<file path="config.mk">
export PLATFORM = sky130hd
export DESIGN_NAME = i2c_target_reg_bridge
export DESIGN_NICKNAME = d
export VERILOG_FILES = /design/src/rtl/i2c_target_reg_bridge.sv
export SDC_FILE = /design/constraint.sdc
export NUM_CORES = 1
export LEC_CHECK = 0
export ABC_AREA = 0
export BUFFER_PORTS_ARGS = -buffer_cell sky130_fd_sc_hd__buf_2
export CAP_MARGIN = 25
export CORE_ASPECT_RATIO = 0.75
export CORE_MARGIN = 5
export CORE_UTILIZATION = 53
export CTS_CLUSTER_DIAMETER = 60
export DETAILED_ROUTE_END_ITERATION = 6
export PLACE_DENSITY_LB_ADDON = 0.25
export SKIP_LAST_GASP = 1
export SLEW_MARGIN = 30
export SYNTH_ARGS = -nofsm -noshare
export SYNTH_HDL_FRONTEND = slang
export SYNTH_SLANG_ARGS = --single-unit
</file>
<file path="constraint.sdc">
create_clock -name wb_clk -period 5.2 [get_ports wb_clk]
set_clock_uncertainty 0.1 [all_clocks]
set_input_delay 0 -clock wb_clk [delete_from_list [all_inputs] [get_ports wb_clk]]
set_output_delay 0 -clock wb_clk [all_outputs]
set_load 0.01 [all_outputs]
</file>
<file path="src/rtl/i2c_target_reg_bridge.sv">
`default_nettype none
// ============================================================================
// Module      : i2c_target_reg_bridge
// Description : I2C target that turns byte transfers into a parallel register
//               port. First data byte after a write address loads the register
//               pointer; later bytes are writes, or reads after a repeated
//               start. Pointer auto-increments and wraps.
// Revision    : 1.0 - initial release
// ============================================================================
module i2c_target_reg_bridge #(
    parameter logic [6:0] TARGET_ADDR = 7'h50,
    parameter int         FILTER_LEN  = 3,
    parameter int         ADDR_WIDTH  = 8
) (
    input  logic                  wb_clk,
    input  logic                  wb_rst,
    input  logic                  scl_i,
    input  logic                  sda_i,
    output logic                  sda_oe_o,
    output logic [ADDR_WIDTH-1:0] reg_addr_o,
    output logic [7:0]            reg_wdata_o,
    output logic                  reg_we_o,
    output logic                  reg_re_o,
    input  logic [7:0]            reg_rdata_i,
    output logic                  busy_o
);

    localparam int CNT_W = $clog2(FILTER_LEN) + 1;
    localparam logic [CNT_W-1:0] CNT_LAST = CNT_W'(FILTER_LEN - 1);

    typedef enum logic [3:0] {
        IDLE, ADDR, ADDR_ACK, PTR, PTR_ACK,
        WDATA, WDATA_ACK, RDATA, RDATA_ACK, IGNORE
    } state_t;

    // Bit 1 carries SCL, bit 0 carries SDA through the conditioning path.
    logic [1:0] pad;
    logic [1:0] filt;
    logic [1:0] prev;

    assign pad = {scl_i, sda_i};

    genvar gi;
    generate
        for (gi = 0; gi < 2; gi++) begin : g_filter
            logic             s1;
            logic             s2;
            logic             f;
            logic [CNT_W-1:0] cnt;

            // Two-flop synchronizer followed by a run-length filter: the output
            // only follows the input after FILTER_LEN consecutive differing samples.
            always_ff @(posedge wb_clk or posedge wb_rst) begin
                if (wb_rst) begin
                    s1  <= 1'b1;
                    s2  <= 1'b1;
                    f   <= 1'b1;
                    cnt <= '0;
                end else begin
                    s1 <= pad[gi];
                    s2 <= s1;
                    if (s2 == f) begin
                        cnt <= '0;
                    end else if (cnt == CNT_LAST) begin
                        f   <= s2;
                        cnt <= '0;
                    end else begin
                        cnt <= cnt + 1'b1;
                    end
                end
            end

            assign filt[gi] = f;
        end
    endgenerate

    // Previous filtered sample for edge and condition detection.
    always_ff @(posedge wb_clk or posedge wb_rst) begin
        if (wb_rst) prev <= 2'b11;
        else        prev <= filt;
    end

    logic scl_f, sda_f, scl_p, sda_p;
    logic scl_rise, scl_fall, start_det, stop_det;

    assign scl_f     = filt[1];
    assign sda_f     = filt[0];
    assign scl_p     = prev[1];
    assign sda_p     = prev[0];
    assign scl_rise  = ~scl_p & scl_f;
    assign scl_fall  = scl_p & ~scl_f;
    assign start_det = scl_p & scl_f & sda_p & ~sda_f;
    assign stop_det  = scl_p & scl_f & ~sda_p & sda_f;

    state_t                state;
    logic [ADDR_WIDTH-1:0] ptr;
    logic [7:0]            shreg;
    logic [2:0]            bit_cnt;
    logic                  sda_oe;
    logic                  we;
    logic                  re;
    logic                  re_d;
    logic [7:0]            wdata;
    logic                  busy;
    logic                  rw;
    logic                  ack_on;
    logic                  fall_d;
    logic [7:0]            rx_byte;

    assign rx_byte = {shreg[6:0], sda_f};

    // Protocol engine: byte reception, ACK/data driving on SDA, register strobes.
    always_ff @(posedge wb_clk or posedge wb_rst) begin
        if (wb_rst) begin
            state   <= IDLE;
            ptr     <= '0;
            shreg   <= '0;
            bit_cnt <= '0;
            sda_oe  <= 1'b0;
            we      <= 1'b0;
            re      <= 1'b0;
            re_d    <= 1'b0;
            wdata   <= '0;
            busy    <= 1'b0;
            rw      <= 1'b0;
            ack_on  <= 1'b0;
            fall_d  <= 1'b0;
        end else begin
            we     <= 1'b0;
            re     <= 1'b0;
            re_d   <= re;
            fall_d <= scl_fall;
            // Pointer advances on the cycle following a write strobe.
            if (we) ptr <= ptr + ADDR_WIDTH'(1);
            // Read data is captured one cycle after the read request.
            if (re_d) shreg <= reg_rdata_i;

            if (start_det) begin
                state   <= ADDR;
                bit_cnt <= '0;
                sda_oe  <= 1'b0;
                ack_on  <= 1'b0;
                busy    <= 1'b0;
            end else if (stop_det) begin
                state  <= IDLE;
                sda_oe <= 1'b0;
                ack_on <= 1'b0;
                busy   <= 1'b0;
            end else begin
                case (state)
                    ADDR: begin
                        if (scl_rise) begin
                            shreg   <= rx_byte;
                            bit_cnt <= bit_cnt + 3'd1;
                            if (bit_cnt == 3'd7) begin
                                if (rx_byte[7:1] == TARGET_ADDR) begin
                                    state <= ADDR_ACK;
                                    busy  <= 1'b1;
                                    rw    <= sda_f;
                                end else begin
                                    state <= IGNORE;
                                end
                            end
                        end
                    end
                    ADDR_ACK, PTR_ACK, WDATA_ACK: begin
                        // Read address: fetch the first byte on the 8th SCL fall.
                        if (state == ADDR_ACK && rw && scl_fall && !ack_on) re <= 1'b1;
                        if (fall_d) begin
                            if (!ack_on) begin
                                sda_oe <= 1'b1;
                                ack_on <= 1'b1;
                            end else begin
                                ack_on  <= 1'b0;
                                bit_cnt <= '0;
                                if (state == ADDR_ACK && rw) begin
                                    sda_oe <= ~shreg[7];
                                    shreg  <= {shreg[6:0], 1'b0};
                                    state  <= RDATA;
                                end else begin
                                    sda_oe <= 1'b0;
                                    state  <= (state == ADDR_ACK) ? PTR : WDATA;
                                end
                            end
                        end
                    end
                    PTR: begin
                        if (scl_rise) begin
                            shreg   <= rx_byte;
                            bit_cnt <= bit_cnt + 3'd1;
                            if (bit_cnt == 3'd7) begin
                                ptr   <= ADDR_WIDTH'(rx_byte);
                                state <= PTR_ACK;
                            end
                        end
                    end
                    WDATA: begin
                        if (scl_rise) begin
                            shreg   <= rx_byte;
                            bit_cnt <= bit_cnt + 3'd1;
                            if (bit_cnt == 3'd7) begin
                                wdata <= rx_byte;
                                we    <= 1'b1;
                                state <= WDATA_ACK;
                            end
                        end
                    end
                    RDATA: begin
                        if (scl_rise) bit_cnt <= bit_cnt + 3'd1;
                        if (fall_d) begin
                            // bit_cnt wraps to 0 once all eight bits have been clocked.
                            if (bit_cnt == 3'd0) begin
                                sda_oe <= 1'b0;
                                ack_on <= 1'b0;
                                state  <= RDATA_ACK;
                            end else begin
                                sda_oe <= ~shreg[7];
                                shreg  <= {shreg[6:0], 1'b0};
                            end
                        end
                    end
                    RDATA_ACK: begin
                        if (scl_rise) begin
                            ptr <= ptr + ADDR_WIDTH'(1);
                            if (!sda_f) begin
                                re     <= 1'b1;
                                ack_on <= 1'b1;
                            end else begin
                                state <= IGNORE;
                            end
                        end
                        if (fall_d && ack_on) begin
                            sda_oe  <= ~shreg[7];
                            shreg   <= {shreg[6:0], 1'b0};
                            bit_cnt <= '0;
                            ack_on  <= 1'b0;
                            state   <= RDATA;
                        end
                    end
                    IDLE, IGNORE: begin
                        sda_oe <= 1'b0;
                    end
                    default: state <= IDLE;
                endcase
            end
        end
    end

    assign sda_oe_o    = sda_oe;
    assign reg_addr_o  = ptr;
    assign reg_wdata_o = wdata;
    assign reg_we_o    = we;
    assign reg_re_o    = re;
    assign busy_o      = busy;

endmodule
`default_nettype wire
</file>
==> metrics.log, run 1 <==
INFO  metric synth_most_common_cell = dfrtp_1
INFO  metric htree_levels = 2
INFO  metric synth.mux.area_fraction = roughly a tenth
INFO  metric setup-tns-final = 0 ns
INFO  metric routed_wl = 7.80 mm
INFO  metric dp_hpwl = about 5.4 mm
INFO  metric synth.distinct_cells = 62
INFO  metric route.vias.total = 2732
INFO  metric outcome = finished, final reports clean
INFO  metric design.die.area = 7670 um2
INFO  metric pin_count_of_the_biggest_net_entering_global_routing = between 50 and 60
INFO  metric detail_route.first_pass.iterations = 5
INFO  metric number_of_placement_rows = 24
INFO  metric clock_root_buffer_master = clkbuf_8
INFO  metric drt_iter0_markers = 430
INFO  metric placeableCoreArea = between 5000 and 6000 um2
INFO  metric crit_type = reg -> reg
INFO  metric area_growth = 12.3%
INFO  metric total_switching_power = roughly 0.8 mW
INFO  metric final_net_count = between 300 and 400
INFO  metric place.port_buffers = 31
INFO  metric synth.top_cells.by_count = 45 x dfrtp_1, 27 x nand2_1, 22 x mux2_2
INFO  metric netlist_top_cells_area = dfrtp_1 35%, mux2_2 7.8%, dfstp_2 6.6%, nand2_1 3.2%, a21oi_1 3.1%
INFO  metric p_int = just over 1 mW
INFO  metric first_global_vias = around 2600
INFO  metric synth_compound_area_share = 18.8%
INFO  metric power_per_cell_area = between 500 and 600 nW/um2
INFO  metric routed_via_count_divided_by_cell_count = roughly 6.3
INFO  metric clk_latency = 0.31 ns
INFO  metric asyncSetResetFlopFracSynth = 100%
INFO  metric cap_violations = 0
INFO  metric synth_seq_area_share = 42.0%
INFO  metric synth_area_per_cell = ~9.9 um2
INFO  metric power_frac_seq = roughly two fifths
INFO  metric flip_flop_cell_with_the_highest_count_after_synthesis = dfrtp_1
INFO  metric io_pins = 32
INFO  metric finalWeightedCongestion = 0.947
INFO  metric cts_buffer_depth = 2
INFO  metric synth_largest_area_cell = dfrtp_1
INFO  metric timing.critical_path.from_type = flip-flop
INFO  metric drtAntennaViolNets = 0
INFO  metric finalCriticalPeriod = between 2 and 3 ns
INFO  metric yosys.area_share.adder = approximately 1.9%
INFO  metric floorplan.initialDensity = 54.6%
INFO  metric drive_gt1_share = between 20 and 25%
INFO  metric crit_path_max_fanout = 11
INFO  metric synthesis.yosys.warnings = 0
INFO  metric numCtsBuffers = 5
INFO  metric finalCoreUtilization = 61.4%
INFO  metric placed_area = between 3000 and 4000 um2
INFO  metric sort_of_element_at_the_end_of_the_critical_path = flip-flop
INFO  metric clock_group_share_of_total_power = 14.1%
INFO  metric synth-edff-count = 0
INFO  metric leakage = approximately 1.6 nW
INFO  metric chipHeight = around 77 um
INFO  metric arrival_time_at_the_worst_endpoint = 2.97 ns
INFO  metric max_slew_margin = between 30% and 40%
INFO  metric grt.total_usage = between 20% and 30%
INFO  metric cts_tree = yes
INFO  metric timing_max_transition_violations_final = 0
INFO  metric drc = 0
INFO  metric synth_xor_area_share = around 4.7%
INFO  metric fin_crit_sh = 55.2%
INFO  metric postSynthCellCount = 323
INFO  metric final-setup-viol-count = 0
INFO  metric grt_setup_unrepaired = no
INFO  metric actual_slew_at_the_worst_max_slew_pin = between 0.9 and 1 ns
INFO  metric fmax = 0.348 GHz
INFO  metric ys_seq_elements = 53
INFO  metric antenna_found_initial = 0
INFO  metric yosys.area_share.simple = between 10% and 20%
INFO  metric required_worst_endpoint = roughly 5.3 ns
INFO  metric vdd_ir_drop_max = slightly above 300 uV
INFO  metric finalHoldViolCount = 0
INFO  metric synth.top_cell.area_share = between 30% and 40%
INFO  metric synth_nets = roughly 340
INFO  metric netlist_area = roughly 3200 um2
INFO  metric grt_pass1_wl = roughly 13 mm
INFO  metric post-cts-setup-buffers = 0
INFO  metric fin_total_pwr = between 1.5 and 2 mW
INFO  metric cts_sinks = 53
INFO  metric grt.overflow.total = 0
INFO  metric worst_setup_hold_path_clk_slew = approximately 0.10 ns
INFO  metric share_comb_of_total_power = 46.3%
INFO  metric finish.instance_area = 3570 um2
INFO  metric swShare = 44.5%
INFO  metric min-delay-path-class = in -> reg
INFO  metric fp.dieW = roughly 99 um
INFO  metric route.detailed.wl_per_inst = 17.9 um
INFO  metric largest_family_of_logic_cells_by_synthesized_area = simple AND/OR/NAND/NOR gates
INFO  metric postCtsResizedCells = 0
logic make-up (layout without fill, tap and decap cells):
logic type	Yosys count	after routing
other cells	0	1
buf+inv	27	60
xor+xnor	17	17
flops	53	53
simple gates	112	112
mux	27	27
compound gates	82	82
fa+ha+maj	5	5
repair_timing:
item	CTS	global route
endpoints found under the setup margin	0	0
hold endpoints to repair	55	0
hold buffers	11	0
power by group through the flow:
stage | registers (mW) | logic (mW) | clock network, mW
after floorplan | 0.611 | 0.765 | 0
after global placement | 0.722 | 0.808 | 0
after detailed placement | 0.729 | 0.828 | 0
after CTS | 0.721 | 0.837 | 0.264
after global routing | 0.758 | 0.936 | 0.278
final | 0.729 | 0.851 | 0.258
worst paths after layout:
| check | endpoint | from | depth (start not counted) | slack, ns |
|---|---|---|---|---|
| worst max-delay path | reg_wdata_o[1]$_DFFE_PP0P_ | g_filter[1].f$_DFFE_PP1P_ | 4 | 2.33 |
| worst min-delay path | g_filter[1].s1$_DFF_PP1_ | scl_i | 2 | 0.23 |
| worst max register to register | reg_wdata_o[1]$_DFFE_PP0P_ | g_filter[1].f$_DFFE_PP1P_ | 4 | 2.33 |
| worst min register to register | g_filter[0].s2$_DFF_PP1_ | g_filter[0].s1$_DFF_PP1_ | 0 | 0.26 |
| max in group asynchronous | reg_addr_o[4]$_DFF_PP0_ | wb_rst | 4 | 4.23 |
| min in group asynchronous | g_filter[0].cnt[0]$_DFF_PP0_ | wb_rst | 4 | 0.30 |
per-stage QoR:
stage	setup WS (ns)	hold WS (ns)	instances
global placement	2.49	0.00447	415
detailed placement	2.40	0.00615	415
CTS	2.37	0.218	434
floorplan	3.14	-0.0955	323
global route	2.19	0.232	434
finish	2.33	0.233	435
area by class of cell:
cell class                 instances  area [um2]
fill                             492        2250
clock buffer                       6        82.6
timing repair buffer              44         280
inverter                           8        30.0
sequential                        53        1340
tap                               78        97.6
antenna                            1        2.50
multi-input combinational        243        1730
clock inverter                     2        17.5
per-layer routing:
metal  wire (um)  vias up  GRT usage, %
met1        3500     1311          30.5
met2        3430      142          32.4
li1            -     1263             -
met4         136        0          4.64
met3         742       16          6.44
met5           0        -             0
worst max-delay path, stage by stage, from the launching register on:
cell      delay (ns)
dfstp_2         0.63
nor2b_1         0.78
and2_1          0.36
nand4b_1        0.45
mux2_2          0.45
registers in the layout, indices dropped and copies added, names as in the netlist, 2 cells and up:
signal        flops
g_filter.s1       2
bit_cnt           3
g_filter.s2       2
g_filter.f        2
prev              2
reg_wdata_o       8
shreg             8
reg_addr_o        8
state             4
g_filter.cnt      6
cells in the final DEF (no fill, tap or decap), types with 3 or more instances in the layout:
master | netlist | routed
dfrtp_1 | 45 | 45
nand2b_1 | 7 | 7
nor3_1 | 7 | 7
inv_1 | 8 | 7
mux2_2 | 22 | 22
nor2b_1 | 10 | 10
a21o_1 | 3 | 3
nor2_1 | 17 | 17
nand2_1 | 27 | 27
and3_1 | 6 | 6
a21oi_1 | 20 | 20
xnor2_1 | 11 | 11
ha_1 | 4 | 4
o21bai_1 | 3 | 3
o21ai_0 | 14 | 14
a311oi_1 | 3 | 3
nand3_1 | 3 | 3
dlygate4sd3_1 | 0 | 11
clkbuf_8 | 0 | 6
dfstp_2 | 8 | 8
o31ai_1 | 3 | 3
nand3b_1 | 6 | 6
mux2i_1 | 4 | 4
a211oi_1 | 5 | 5
nand4_1 | 11 | 11
and2_1 | 4 | 4
o22ai_1 | 7 | 7
buf_2 | 7 | 31
xor2_1 | 6 | 6
(Power assumes the default switching activity.)
==> run 2, diff against run 1 <==
- clock period: 5.2 -> 2.9 ns (I/O delays scaled with it)
==> run 2 against run 1 <==
Net effect:
- sequential power is 69% higher
- register-to-register slack got worse by 1.7 ns
- final cell count increased by 2.1%
- clock power increased by 65%
- routed wire length decreased by 0.26%
- global-route usage is 0.16 points lower
- setup slack got worse by 1.7 ns
- non-clock buffer count grew 10
- sequential cell count did not move
- total power up 82%
- first-iteration DRC count down 33%
- critical path type unchanged
- largest cell class unchanged
- largest power group unchanged
==> metrics.log, run 2 (same netlist as run 1, synthesis figures left out) <==
INFO  metric outcome = finished, final reports clean
INFO  metric floorplan.initialDensity = 54.6%
INFO  metric pin_count_of_the_biggest_net_entering_global_routing = 54
INFO  metric routed.top_layer = met4
INFO  metric fin_crit_sh = between 70% and 80%
INFO  metric crit_type = reg -> reg
INFO  metric power_per_cell_area = 915 nW/um2
INFO  metric final-setup-viol-count = 0
INFO  metric sort_of_element_at_the_end_of_the_critical_path = flip-flop
INFO  metric finalWeightedCongestion = 0.977
INFO  metric arrival_time_at_the_worst_endpoint = between 2 and 2.5 ns
INFO  metric routed_via_count_divided_by_cell_count = a little over 6
INFO  metric cap_violations = 0
INFO  metric ff2ff_path_depth = 6
INFO  metric met3_length = between 600 and 700 um
INFO  metric required_worst_endpoint = about 3.0 ns
INFO  metric layout_common_cells = 45 x dfrtp_1, 31 x buf_2, 27 x nand2_1
INFO  metric cts_buffer_depth = 2
INFO  metric grt_setup_unrepaired = no
INFO  metric area_growth = 14.7%
INFO  metric fmax = 0.439 GHz
INFO  metric grt.total_usage = around a fifth
INFO  metric critical_path_buf_inv_count = 1
INFO  metric timing.rr.start = state[0]$_DFFE_PP0P_
INFO  metric route.vias.total = roughly 2700
INFO  metric grt_pass1_wl = ~13 mm
INFO  metric finalHoldViolCount = 0
INFO  metric htree_levels = 2
INFO  metric number_of_placement_rows = 24
INFO  metric route.layer.met1.wl = 3.73 mm
INFO  metric io_pins = 32
INFO  metric fillerInstances = 513
INFO  metric finish.instance_area = about 3700 um2
INFO  metric timing_max_transition_violations_final = 0
INFO  metric worst_setup_hold_path_clk_slew = approximately 0.1 ns
INFO  metric clock_root_buffer_master = clkbuf_8
INFO  metric chipHeight = 77.1 um
INFO  metric antennaDiodeCount = 0
INFO  metric max_slew_margin = between 50% and 60%
INFO  metric crit_path_max_fanout = 13
INFO  metric vdd_ir_drop_max = roughly 490 uV
INFO  metric drtAntennaViolNets = 0
INFO  metric final_net_count = ~380
INFO  metric finalCriticalPeriod = 2.28 ns
INFO  metric postCtsResizedCells = 0
INFO  metric numCtsBuffers = 5
INFO  metric design.die.area = roughly 7700 um2
INFO  metric route.detailed.wl_per_inst = between 15 and 20 um
INFO  metric placeableCoreArea = 5830 um2
INFO  metric leakage = about 1.6 nW
INFO  metric first_global_vias = around 2500
INFO  metric final_common_cell = dfrtp_1
INFO  metric reg2reg_to = state[0]$_DFFE_PP0P_
INFO  metric clk_latency = approximately 0.31 ns
INFO  metric setup-tns-final = 0 ns
INFO  metric cts_tree = yes
INFO  metric placed_area = ~3500 um2
INFO  metric crit_slowest_cell = dfrtp_1
INFO  metric routed_wl = about 7.8 mm
INFO  metric wl_met2 = approximately 3.3 mm
INFO  metric drt_iter0_markers = 290
INFO  metric actual_slew_at_the_worst_max_slew_pin = ~0.64 ns
INFO  metric dp_hpwl = between 5 and 6 mm
INFO  metric path_cells = buf_4 > nor2b_1 > o32a_1 > o31a_1 > a21oi_1 > mux2_1
INFO  metric cts_sinks = 53
INFO  metric min-delay-path-class = in -> async
INFO  metric antenna_found_initial = 0
INFO  metric drive_gt1_share = about a quarter
INFO  metric crit_family = compound AO/OA/AOI/OAI gates
INFO  metric grt.overflow.total = 0
INFO  metric timing.critical_path.from_type = flip-flop
INFO  metric fp.dieW = approximately 100 um
INFO  metric detail_route.first_pass.iterations = 5
INFO  metric place.port_buffers = 31
INFO  metric cp_slowest_stage_delay = between 0.5 and 0.6 ns
INFO  metric drc = 0
INFO  metric rrSetupSlack = roughly 0.62 ns
[run 2: changes by cell type in the layout (fill, tap and decap cells not counted), sizes merged]
cell / before / now
buf: 33 / 43
inv: 9 / 8
clkinvlp: 0 / 1
diode: 1 / 0
[run 2: routing by layer]
metal,GRT usage (%),up-vias
li1,-,1281
met1,33.7,1315
met2,28.6,113
met3,4.81,11
met4,5.87,0
met5,0,-
[run 2: where the power goes]
part / total (mW) / leakage [nW] / switching (mW) / internal (mW)
logic: 1.68 / 0.859 / 0.908 / 0.773
clock network: 0.425 / 0.0414 / 0.253 / 0.172
registers: 1.23 / 0.691 / 0.296 / 0.938
[run 2: final cells by class]
cell class              instances  area [um2]  share of cell area [%]
clock buffers                   6        72.6                    1.99
inverters                       8        32.5                   0.891
repair buffers                 54         368                    10.1
well taps                      78        97.6                    2.67
multi-input cells             243        1730                    47.3
flip-flops and latches         53        1340                    36.6
clock inverters                 2        16.3                   0.446
[run 2: metrics by stage]
stage / instances / total power, mW / util, % / setup WS, ns / hold WS (ns)
final: 444 / 3.34 / 62.7 / 0.623 / 0.221
after global routing: 444 / 3.59 / 62.7 / 0.440 / 0.213
after CTS: 444 / 3.33 / 62.7 / 0.618 / 0.219
after detailed placement: 425 / 2.89 / 59.3 / 0.630 / 0.00621
after global placement: 425 / 2.87 / 59.2 / 0.659 / 0.0105
after floorplan: 323 / 2.47 / - / 0.839 / -0.0955
[run 2: how the worst max path moves through the flow]
stage | depth (start not counted) | slack, ns | startpoint | endpoint
floorplan | 7 | 0.84 | g_filter[1].f$_DFFE_PP1P_ | state[0]$_DFFE_PP0P_
global placement | 5 | 0.66 | state[2]$_DFFE_PP0P_ | shreg[6]$_DFF_PP0_
detailed placement | 4 | 0.63 | g_filter[0].f$_DFFE_PP1P_ | shreg[3]$_DFF_PP0_
CTS | 4 | 0.62 | g_filter[0].f$_DFFE_PP1P_ | shreg[3]$_DFF_PP0_
global route | 5 | 0.44 | state[2]$_DFFE_PP0P_ | shreg[3]$_DFF_PP0_
finish | 6 | 0.62 | state[0]$_DFFE_PP0P_ | state[0]$_DFFE_PP0P_
[run 2: worst min-delay path, cell delays in order]
cell and delay, ns:
dlygate4sd3_1 0.53, buf_2 0.13, inv_4 0.47
[run 2: timing repair]
item	CTS	global route
buffers inserted	0	0
hold endpoints to repair	55	0
hold buffers	11	0
setup endpoints to repair	0	0
==> run 3, diff against run 2 <==
- clock period: 2.9 -> 2 ns (I/O delays scaled with it)
==> run 3 against run 2 <==
Net effect:
- the run now ends with negative setup slack left
- hold slack lost 0.018 ns
- sequential power is 35% higher
- global-route usage grew 3.3 points
- sequential cell count did not move
- clock power grew 87%
- largest cell class unchanged
- highest routed layer unchanged
==> metrics.log, run 3 (same netlist as run 1, synthesis figures left out) <==
INFO  metric clock_root_buffer_master = clkbuf_8
INFO  metric design.die.area = between 7000 and 8000 um2
INFO  metric timing_max_transition_violations_final = 0
INFO  metric cp_slowest_stage_delay = just under 0.6 ns
INFO  metric cts_buffer_depth = 2
INFO  metric placeableCoreArea = between 5000 and 6000 um2
INFO  metric max_slew_margin = between 50% and 60%
INFO  metric antenna_found_initial = 0
INFO  metric first_global_vias = 2912
INFO  metric cts_tree = yes
INFO  metric fin_crit_sh = 106%
INFO  metric grt.total_usage = roughly a quarter
INFO  metric htree_levels = 2
INFO  metric finalCriticalPeriod = about 2.1 ns
INFO  metric critical_path_buf_inv_count = 2
INFO  metric required_worst_endpoint = approximately 2.1 ns
INFO  metric fillerInstances = around 390
INFO  metric power_per_cell_area = roughly 1500 nW/um2
INFO  metric cts_sinks = 53
INFO  metric grt.overflow.total = 0
INFO  metric final_common_cell = buf_4
INFO  metric final_net_count = 445
INFO  metric worst_setup_hold_path_clk_slew = approximately 0.10 ns
INFO  metric rrSetupSlack = -0.12 ns
INFO  metric area_growth = 35.1%
INFO  metric drtAntennaViolNets = 0
INFO  metric finalHoldViolCount = 0
INFO  metric drc = 0
INFO  metric number_of_placement_rows = 24
INFO  metric pre_cts_ws = -0.0959 ns
INFO  metric crit_type = reg -> reg
INFO  metric route.detailed.wl_per_inst = ~18 um
INFO  metric numCtsBuffers = 5
INFO  metric min-delay-path-class = in -> async
INFO  metric fmax = 0.472 GHz
INFO  metric crit_path_max_fanout = 6
INFO  metric vdd_ir_drop_max = 674 uV
INFO  metric io_pins = 32
INFO  metric actual_slew_at_the_worst_max_slew_pin = 0.621 ns
INFO  metric final-setup-viol-count = 5
INFO  metric grt_setup_unrepaired = yes
INFO  metric clk_latency = around 0.31 ns
INFO  metric routed_wl = between 9 and 10 mm
INFO  metric crit_family = simple AND/OR/NAND/NOR gates
INFO  metric sort_of_element_at_the_end_of_the_critical_path = flip-flop
INFO  metric dp_hpwl = 6.48 mm
INFO  metric pin_count_of_the_biggest_net_entering_global_routing = 28
INFO  metric path_cells = or4b_4 > a211oi_2 > a311oi_2 > buf_4 > buf_6 > a21o_1 > o311a_1
INFO  metric setup-tns-final = -0.281 ns
INFO  metric floorplan.initialDensity = between 50% and 60%
INFO  metric chipHeight = a little under 80 um
INFO  metric placed_area = between 3000 and 4000 um2
INFO  metric detail_route.first_pass.iterations = 7
INFO  metric cap_violations = 0
INFO  metric drt_iter0_markers = between 200 and 300
INFO  metric antennaDiodeCount = 0
INFO  metric crit_slowest_cell = or4b_4
INFO  metric fp.dieW = about 99 um
INFO  metric finalWorstSetupSlack = -0.118 ns
INFO  metric timing.critical_path.from_type = flip-flop
INFO  metric routed_via_count_divided_by_cell_count = 5.89
INFO  metric failing_checks = negative setup slack
INFO  metric finalWeightedCongestion = around 0.95
INFO  metric outcome = finished, violations left
INFO  metric route.vias.total = between 2000 and 3000
INFO  metric drive_gt1_share = 39.8%
INFO  metric leakage = between 1.5 and 2 nW
INFO  metric arrival_time_at_the_worst_endpoint = about 2.2 ns
INFO  metric finalCoreUtilization = roughly three quarters
INFO  metric place.port_buffers = 31
INFO  metric layout_common_cells = 71 x buf_4, 42 x dfrtp_1, 31 x buf_2
INFO  metric grt_pass1_wl = approximately 15 mm
INFO  metric finish.instance_area = between 4000 and 5000 um2
run 3: changes by cell type in the layout (fill, tap and decap cells not counted), sizes merged:
cell / change
buf: +64
inv: +1
bufinv: +1
clkinvlp: -1
clkinv: -1
run 3: final cells by class:
| cell class | count | area, um2 | share of cell area [%] |
|---|---|---|---|
| Inverter | 8 | 30.0 | 0.699 |
| Multi-Input combinational cell | 243 | 1830 | 42.7 |
| Tap cell | 78 | 97.6 | 2.27 |
| Clock buffer | 6 | 82.6 | 1.92 |
| Sequential cell | 53 | 1340 | 31.2 |
| Clock inverter | 2 | 41.3 | 0.961 |
| Timing Repair Buffer | 118 | 872 | 20.3 |
run 3: through the flow:
step / total power, mW / hold slack [ns] / instances
floorplan: 3.62 / -0.0955 / 323
global placement: 4.87 / 0.00473 / 478
detailed placement: 4.89 / 0.00687 / 478
CTS: 5.92 / 0.213 / 504
global route: 6.76 / 0.227 / 508
finish: 6.37 / 0.203 / 508
run 3: metal layers:
metal / GRT usage (%) / vias to the layer above / wire [um]
met1: 36.0 / 1419 / 4140
li1: - / 1402 / -
met2: 38.6 / 154 / 4210
met3: 3.99 / 17 / 733
met5: 0 / - / 0
met4: 4.77 / 0 / 138
run 3: worst paths after layout:
check	to	startpoint	cells past startpoint
max	state[1]$_DFFE_PP0P_	state[2]$_DFFE_PP0P_	7
min	g_filter[0].cnt[2]$_DFF_PP0_	wb_rst	3
max reg2reg	state[1]$_DFFE_PP0P_	state[2]$_DFFE_PP0P_	7
min reg2reg	g_filter[0].s2$_DFF_PP1_	g_filter[0].s1$_DFF_PP1_	0
max in group asynchronous	prev[0]$_DFF_PP1_	wb_rst	4
min in group wb_clk	g_filter[0].s1$_DFF_PP1_	sda_i	2
run 3: power breakdown:
| group | internal (mW) | leakage, nW | switching (mW) | total (mW) |
|---|---|---|---|---|
| Combinational | 2.01 | 1.22 | 1.90 | 3.91 |
| Sequential | 1.37 | 0.688 | 0.293 | 1.66 |
| Clock | 0.417 | 0.0633 | 0.379 | 0.796 |
| Total | 3.80 | 1.97 | 2.57 | 6.37 |
run 3: worst reg2reg max path, stage by stage, from the launching register on:
cell	delay [ns]
dfrtp_2	0.46
or4b_4	0.59
a211oi_2	0.24
a311oi_2	0.07
buf_4	0.18
buf_6	0.11
a21o_1	0.14
o311a_1	0.12
run 3: repair_timing:
item	4_1_cts	5_1_grt
resized for setup	5	24
pin swaps	5	10
buffers inserted	7	4
endpoints found under the setup margin	14	28
hold endpoints to repair	31	0
hold buffers	11	0
gates cloned	0	0
